===== src/rtl/vending_machine_param.sv =====
// Parametrised Moore vending-machine controller: accepts coded coins, vends at PRICE,
// and streams change or refunds one unit per cycle. Credit is kept in half-yuan units.
module vending_machine_param #(
    parameter int CW         = 6,
    parameter int PRICE      = 4,
    parameter int VAL_A      = 1,
    parameter int VAL_B      = 2,
    parameter int VAL_C      = 10,
    parameter int MAX_CREDIT = 20
) (
    input  logic          clk,
    input  logic          rstn,
    input  logic [1:0]    coin,
    input  logic          cancel,
    output logic          sell,
    output logic          change_pulse,
    output logic          coin_rej,
    output logic          busy,
    output logic [CW-1:0] credit
);

    typedef enum logic [1:0] {
        IDLE    = 2'b00,
        COLLECT = 2'b01,
        VEND    = 2'b10,
        CHANGE  = 2'b11
    } state_e;

    localparam logic [CW:0]   PRICE_X = (CW+1)'(PRICE);
    localparam logic [CW:0]   MAX_X   = (CW+1)'(MAX_CREDIT);
    localparam logic [CW-1:0] PRICE_C = CW'(PRICE);
    localparam logic [CW-1:0] ONE_C   = CW'(1);

    state_e        state_q, state_d;
    logic [CW-1:0] credit_q, credit_d;
    logic          coin_rej_q, coin_rej_d;

    logic [CW:0]   coin_val;
    logic [CW:0]   sum;

    always_comb begin
        coin_val = '0;
        case (coin)
            2'b01:   coin_val = (CW+1)'(VAL_A);
            2'b10:   coin_val = (CW+1)'(VAL_B);
            2'b11:   coin_val = (CW+1)'(VAL_C);
            default: coin_val = '0;
        endcase
    end

    // One extra bit so an overflowing sum is still compared correctly against MAX_CREDIT.
    assign sum = {1'b0, credit_q} + coin_val;

    // NOTE: every always_comb output gets a default first so no path can infer a latch.
    always_comb begin
        state_d    = state_q;
        credit_d   = credit_q;
        coin_rej_d = 1'b0;
        case (state_q)
            IDLE, COLLECT: begin
                if ((state_q == COLLECT) && cancel) begin
                    state_d    = CHANGE;
                    coin_rej_d = (coin != 2'b00);
                end else if (coin != 2'b00) begin
                    if (sum > MAX_X) begin
                        coin_rej_d = 1'b1;
                    end else begin
                        credit_d = sum[CW-1:0];
                        state_d  = (sum >= PRICE_X) ? VEND : COLLECT;
                    end
                end
            end
            VEND: begin
                coin_rej_d = (coin != 2'b00);
                credit_d   = credit_q - PRICE_C;
                state_d    = (credit_q > PRICE_C) ? CHANGE : IDLE;
            end
            CHANGE: begin
                coin_rej_d = (coin != 2'b00);
                credit_d   = credit_q - ONE_C;
                if (credit_q <= ONE_C) begin
                    credit_d = '0;
                    state_d  = IDLE;
                end
            end
            default: begin
                state_d  = IDLE;
                credit_d = '0;
            end
        endcase
    end

    // NOTE: state registers use non-blocking assignments so all flops update together.
    always_ff @(posedge clk) begin
        if (!rstn) begin
            state_q    <= IDLE;
            credit_q   <= '0;
            coin_rej_q <= 1'b0;
        end else begin
            state_q    <= state_d;
            credit_q   <= credit_d;
            coin_rej_q <= coin_rej_d;
        end
    end

    assign sell         = (state_q == VEND);
    assign change_pulse = (state_q == CHANGE);
    assign busy         = (state_q == VEND) || (state_q == CHANGE);
    assign coin_rej     = coin_rej_q;
    assign credit       = credit_q;

endmodule

===== config.mk =====
export PLATFORM = sky130hd
export DESIGN_NAME = vending_machine_param
export DESIGN_NICKNAME = d
export VERILOG_FILES = /design/src/rtl/vending_machine_param.sv
export SDC_FILE = /design/constraint.sdc
export NUM_CORES = 1
export LEC_CHECK = 0
export CORE_MARGIN = 2
export CORE_UTILIZATION = 55
export CTS_CLUSTER_SIZE = 12
export DETAILED_ROUTE_END_ITERATION = 12
export MAX_ROUTING_LAYER = met4
export PLACE_DENSITY = 0.81
export SYNTH_ARGS = -nofsm -noshare
export SYNTH_HDL_FRONTEND = slang
export SYNTH_SLANG_ARGS = --single-unit

===== constraint.sdc =====
create_clock -name clk -period 5.8 [get_ports clk]
set_input_delay 1.16 -clock clk [delete_from_list [all_inputs] [get_ports clk]]
set_output_delay 1.16 -clock clk [all_outputs]
set_load 0.005 [all_outputs]

==> metrics.csv, run 1 <==
metric,value,unit
FF+latch area,180.2,µm²
Synth Area per Inst,7.693,µm²
"delay-heaviest family, CP",compound AO/OA/AOI/OAI gates,
max-cap viol count,0,
share of cells above drive strength 1,0.1154,
Critical Path RT,5.96,ns
Synth area leader,dfxtp_1,
Clock Tree Root,clkbuf_4,
drt first pass iters,4,
dpl hpwl,2221,µm
initial antenna violation count,0,
"Cell Chain, Critical Path","clkdlybuf4s50_1, nor2b_1, ha_1, fa_1, a31oi_1, xnor2_1, o221ai_1, a22oi_1, nor2_2, o311a_1",
Async SR Flop Fraction,0,
Antenna Nets Post-Route,0,
r2r setup slk,3.00,ns
Tmin final,3.874,ns
Core ar.,1962,µm²
WP buf/inv,1,
effective utilization at floorplan,0.5804,
#FFs+latches synth,9,
GR Overflow Total,0,
cell count after synthesis,148,
Area contributors post-synth,"dfxtp_1 16%, ha_1 9.9%, o21ai_0 5.7%",
Max VDD drop,0.0003653,V
Die Area,2450,µm²
status,finished clean,
pwr dens,465.2,nW/µm²
"most common cell after layout, fill and taps aside",clkdlybuf4s50_1,
Area Growth Syn to Fin,12.75,%
Comb power frac,0.669,
fmax,258.1,MHz
setup bufs post-CTS,0,
final net count,172,
DP Area,1257,µm²
Most used DFF post-synth,dfxtp_1,
Reg power frac,0.248,
Synth cell types,57,
IO buf count,14,
H-tree Lvls,1,
IO Count,15,
Clock power frac,0.084,
Finished Cell Area,1284,µm²
Net Sw Power,0.2989,mW
Clock Latency Late Sink,0.27,ns
PostCTS Resize Cnt,0,
CTS tree,yes,
Rows,16,
via count,1164,
drt initial violations,48,
die height,49.50,µm
Mapped Area,1139,µm²
CP max stage delay,0.57,ns
worst slew pin tran,0.7459,ns
cts hold-fix bufs,0,
"Seq/Total Area, Yosys",0.1582,
clock sinks,9,
cell-internal power,0.2982,mW
Final Hold Violating Endpoints,0,
crit path kind,in2reg,
crit share post-route,0.6680,
CP Data Arrival Time,4.04,ns
worst min path class,reg2reg,
antenna cells,0,
Final Max Slew Viols,0,
Rel. slew slack,0.5020,
total negative slack,0,ns
vias per cell,6.361,
largest net degree at the start of global routing,26,
footprint of the multi-input gates,869.6,µm²
WL/cell,15.96,µm
Die Wd,49.50,µm
# fillers,189,
Longest Clk Path Bufs,2,
first-pass GRT wire length,4899,µm
overall routing resource usage,0.2654,
synth warn,0,
Yosys top cell area share,0.1582,
sw frac,0.5005,
"Setup violations, final",0,
routability cong.,0.9239,
Syn Nets,163,
Setup Skew,0.008960,ns
most frequent cells in the layout,"14 x clkdlybuf4s50_1, 13 x nor2_1, 13 x o21ai_0",
crit path max-delay cell type,clkdlybuf4s50_1,
Routed WL,2920,µm
CP max FO,9,
RSZ-0062 raised after global routing,no,
CTS Buf Count,3,
vias in the first global route,1069,
residual DRC count,0,
Worst setup EP type,flop,
startpoint types,input pin,
clock-pin transition on the worst setup and hold timing paths,0.07,ns
leakage power,0.4708,nW
"EDFF count, synth",0,
[synth_stat cells (2+ instances only)]
cell type,number
a211oi_1,4
a211oi_2,2
a21oi_1,4
a22oi_1,2
a31oi_1,2
and2_1,2
buf_2,2
clkbuf_1,5
dfxtp_1,9
ha_1,9
inv_1,8
nand2_1,10
nand2b_1,2
nand3_1,5
nor2_1,13
nor2b_1,3
nor3_1,4
nor3b_1,3
o211ai_1,4
o21ai_0,13
o21ai_1,3
xnor2_1,4
[layout make-up]
cell class / count / share of cell area
Inverter: 9 / 0.02632
Clock buffer: 4 / 0.02047
Multi-Input combinational cell: 120 / 0.6774
Sequential cell: 9 / 0.1404
Timing Repair Buffer: 14 / 0.1092
Tap cell: 27 / 0.02632
[through the flow]
| stage | power, mW | worst slack [ns] | util | instances | hold slack (ns) |
|---|---|---|---|---|---|
| final | 0.5971 | 1.926 | 0.6543 | 183 | 0.6424 |
| after global routing | 0.6518 | 1.718 | 0.6543 | 183 | 0.6980 |
| after CTS | 0.5919 | 1.941 | 0.6543 | 183 | 0.6348 |
| after detailed placement | 0.5388 | 1.667 | 0.6409 | 179 | 0.6259 |
| after global placement | 0.5309 | 1.798 | 0.6409 | 179 | 0.6099 |
| after floorplan | 0.4319 | 2.435 | - | 148 | 0.5866 |
[power groups by stage]
stage          Clock, mW  Sequential, mW  Combinational [mW]
3_5_place_dp           0           0.147               0.392
2_1_floorplan          0           0.110               0.322
5_1_grt           0.0523           0.155               0.444
6_report          0.0500           0.148               0.399
4_1_cts           0.0506           0.146               0.395
3_3_place_gp           0           0.147               0.384
[state kept, by name (all words and copies together), names as in the netlist]
register and flops:
coin_rej 1, credit 6, state_q 2
[kinds of logic after synthesis]
group,Yosys count,synth area share
xor gates and xnor gates,4,0.03077
and+or+nand+nor,56,0.2890
adders and majority gates,10,0.1165
DFF,9,0.1582
muxes,1,0.008792
buffers and inverters,19,0.07803
AOI/OAI and AO/OA,49,0.3187
[final timing paths]
path                                 start          to  cells after the start
worst max-delay path               coin[1]   credit[0]                     10
worst max register to register   credit[0]   credit[0]                      8
worst min-delay path            state_q[0]  state_q[0]                      2
worst min register to register  state_q[0]  state_q[0]                      2
[metal layers]
metal / track usage / vias to the layer above / routed length [µm]
met5: - / - / 0
met1: 0.3515 / 539 / 1272
met4: 0.09259 / 0 / 63
met2: 0.4212 / 55 / 1386
met3: 0.03030 / 9 / 197
li1: - / 561 / -
[worst reg2reg max path: stages, from the launching register on]
cell      delay, ns
dfxtp_1        0.41
ha_1           0.30
fa_1           0.50
a31oi_1        0.36
xnor2_1        0.18
o221ai_1       0.21
a22oi_1        0.34
nor2_2         0.10
o311a_1        0.29
Note: power is estimated with default switching activity, not from simulation.
==> run 2: changes to the inputs <==
==> constraint.sdc (replaced) <==
create_clock -name clk -period 3.79 [get_ports clk]
set_input_delay 0.758 -clock clk [delete_from_list [all_inputs] [get_ports clk]]
set_output_delay 0.758 -clock clk [all_outputs]
set_load 0.005 [all_outputs]
==> run 2 against run 1 <==
Net effect:
- routed wire length rose by 4.3%
- clock power rose by 51%
- worst hold slack improved by 0.025 ns
- non-clock buffer count rose by 4
- clock skew fell by 0.0036 ns
- critical path depth did not move
- via count rose by 2.8%
- critical path type unchanged
- critical endpoint unchanged
- largest cell class unchanged
==> metrics.csv, run 2 (synthesized netlist as in run 1, its figures left out) <==
metric,value,unit
status,finished clean,
Area Growth Syn to Fin,15.38,%
largest net degree at the start of global routing,17,
Tot Pwr,0.9322,mW
GR Overflow Total,0,
die height,49.50,µm
Antenna Nets Post-Route,0,
Die Area,2450,µm²
Routed WL,3047,µm
CTS Buf Count,3,
clock sinks,9,
total negative slack,0,ns
Rel. slew slack,0.6185,
worst min path class,reg2reg,
vias per cell,6.401,
antenna cells,0,
clock-pin transition on the worst setup and hold timing paths,0.07,ns
CP max stage delay,0.56,ns
setup bufs post-CTS,0,
H-tree Lvls,1,
GRT Max-Usage Layer,met2,
Clock Latency Late Sink,0.26,ns
pwr dens,709.6,nW/µm²
Clock Tree Root,clkbuf_4,
most frequent cells in the layout,"14 x clkdlybuf4s50_1, 13 x nor2_1, 13 x o21ai_0",
WL/cell,16.29,µm
startpoint types,input pin,
cts hold-fix bufs,0,
Worst setup EP type,flop,
Hold Crit Depth,2,
"Setup violations, final",0,
Rows,16,
max FFs per register,6,
initial antenna violation count,0,
final net count,176,
leakage power,0.4905,nW
via count,1197,
max-cap viol count,0,
r2r setup slk,1.09,ns
residual DRC count,0,
routability cong.,0.9609,
CP max FO,5,
dpl hpwl,2293,µm
Final Max Slew Viols,0,
PostCTS Resize Cnt,0,
CTS tree,yes,
Setup Skew,0.005407,ns
Tmin final,3.363,ns
Critical Path RT,3.94,ns
IO Count,15,
crit path max-delay cell type,clkdlybuf4s50_1,
overall routing resource usage,0.2715,
Max VDD drop,0.0005009,V
Die Wd,49.50,µm
crit path kind,in2reg,
worst r2r path cells,8,
Core ar.,1962,µm²
"Cell Chain, Critical Path","clkdlybuf4s50_1, nor2b_1, ha_1, fa_1, a31oi_1, xnor2_1, o221ai_1, a22oi_1, nor2_2, o311a_1",
effective utilization at floorplan,0.5804,
Final Hold Violating Endpoints,0,
GR Util met2,0.4662,
vias in the first global route,1137,
worst slew pin tran,0.5715,ns
GR met3 Demand/Resource,0.02121,
RSZ-0062 raised after global routing,no,
M1 GR Usage,0.3439,
"most common cell after layout, fill and taps aside",clkdlybuf4s50_1,
share of cells above drive strength 1,0.1375,
first-pass GRT wire length,5161,µm
crit share post-route,0.8873,
drt initial violations,56,
Longest Clk Path Bufs,2,
fmax,297.4,MHz
drt first pass iters,4,
CP Data Arrival Time,3.52,ns
IO buf count,14,
run 2: final timing paths:
| path | to | start |
|---|---|---|
| max | credit[0] | coin[1] |
| min | state_q[0] | state_q[0] |
| max reg2reg | credit[0] | credit[0] |
| min reg2reg | state_q[0] | state_q[0] |
run 2: critical path, delay by kind of cell:
kind | cells | cell delay (ns)
adders and majority gates | 2 | 0.63
xor gates and xnor gates | 1 | 0.20
and+or+nand+nor | 2 | 0.17
AOI/OAI and AO/OA | 4 | 1.20
buffers and inverters | 1 | 0.56
run 2: power by group:
group / leakage [nW] / internal (mW) / switching (mW)
combinational: 0.401 / 0.299 / 0.340
clock: 0.0150 / 0.0406 / 0.0350
sequential: 0.0744 / 0.129 / 0.0889
run 2: area by class of cell:
type                            instances  area, µm²
Clock buffer                            4      26.28
Inverter                                9      33.78
Timing Repair Buffer                   18      170.2
Multi-Input combinational cell        120      869.6
Fill cell                             181      648.1
Tap cell                               27      33.78
Sequential cell                         9      180.2
run 2: per-layer routing:
metal / vias up / wire length, µm
li1: 570 / -
met1: 558 / 1292
met2: 65 / 1514
met3: 4 / 223
met4: 0 / 17
met5: - / 0
run 2: per-stage QoR:
stage	instance area (µm²)	util	worst slack, ns	std cells	hold WS (ns)
4_1_cts	1314	0.6696	0.4488	187	0.6470
5_1_grt	1314	0.6696	0.2441	187	0.7182
3_5_place_dp	1287	0.6563	0.1997	183	0.6471
3_3_place_gp	1287	0.6563	0.2689	183	0.6180
6_report	1314	0.6696	0.4270	187	0.6674
2_1_floorplan	1139	-	0.8267	148	0.5866
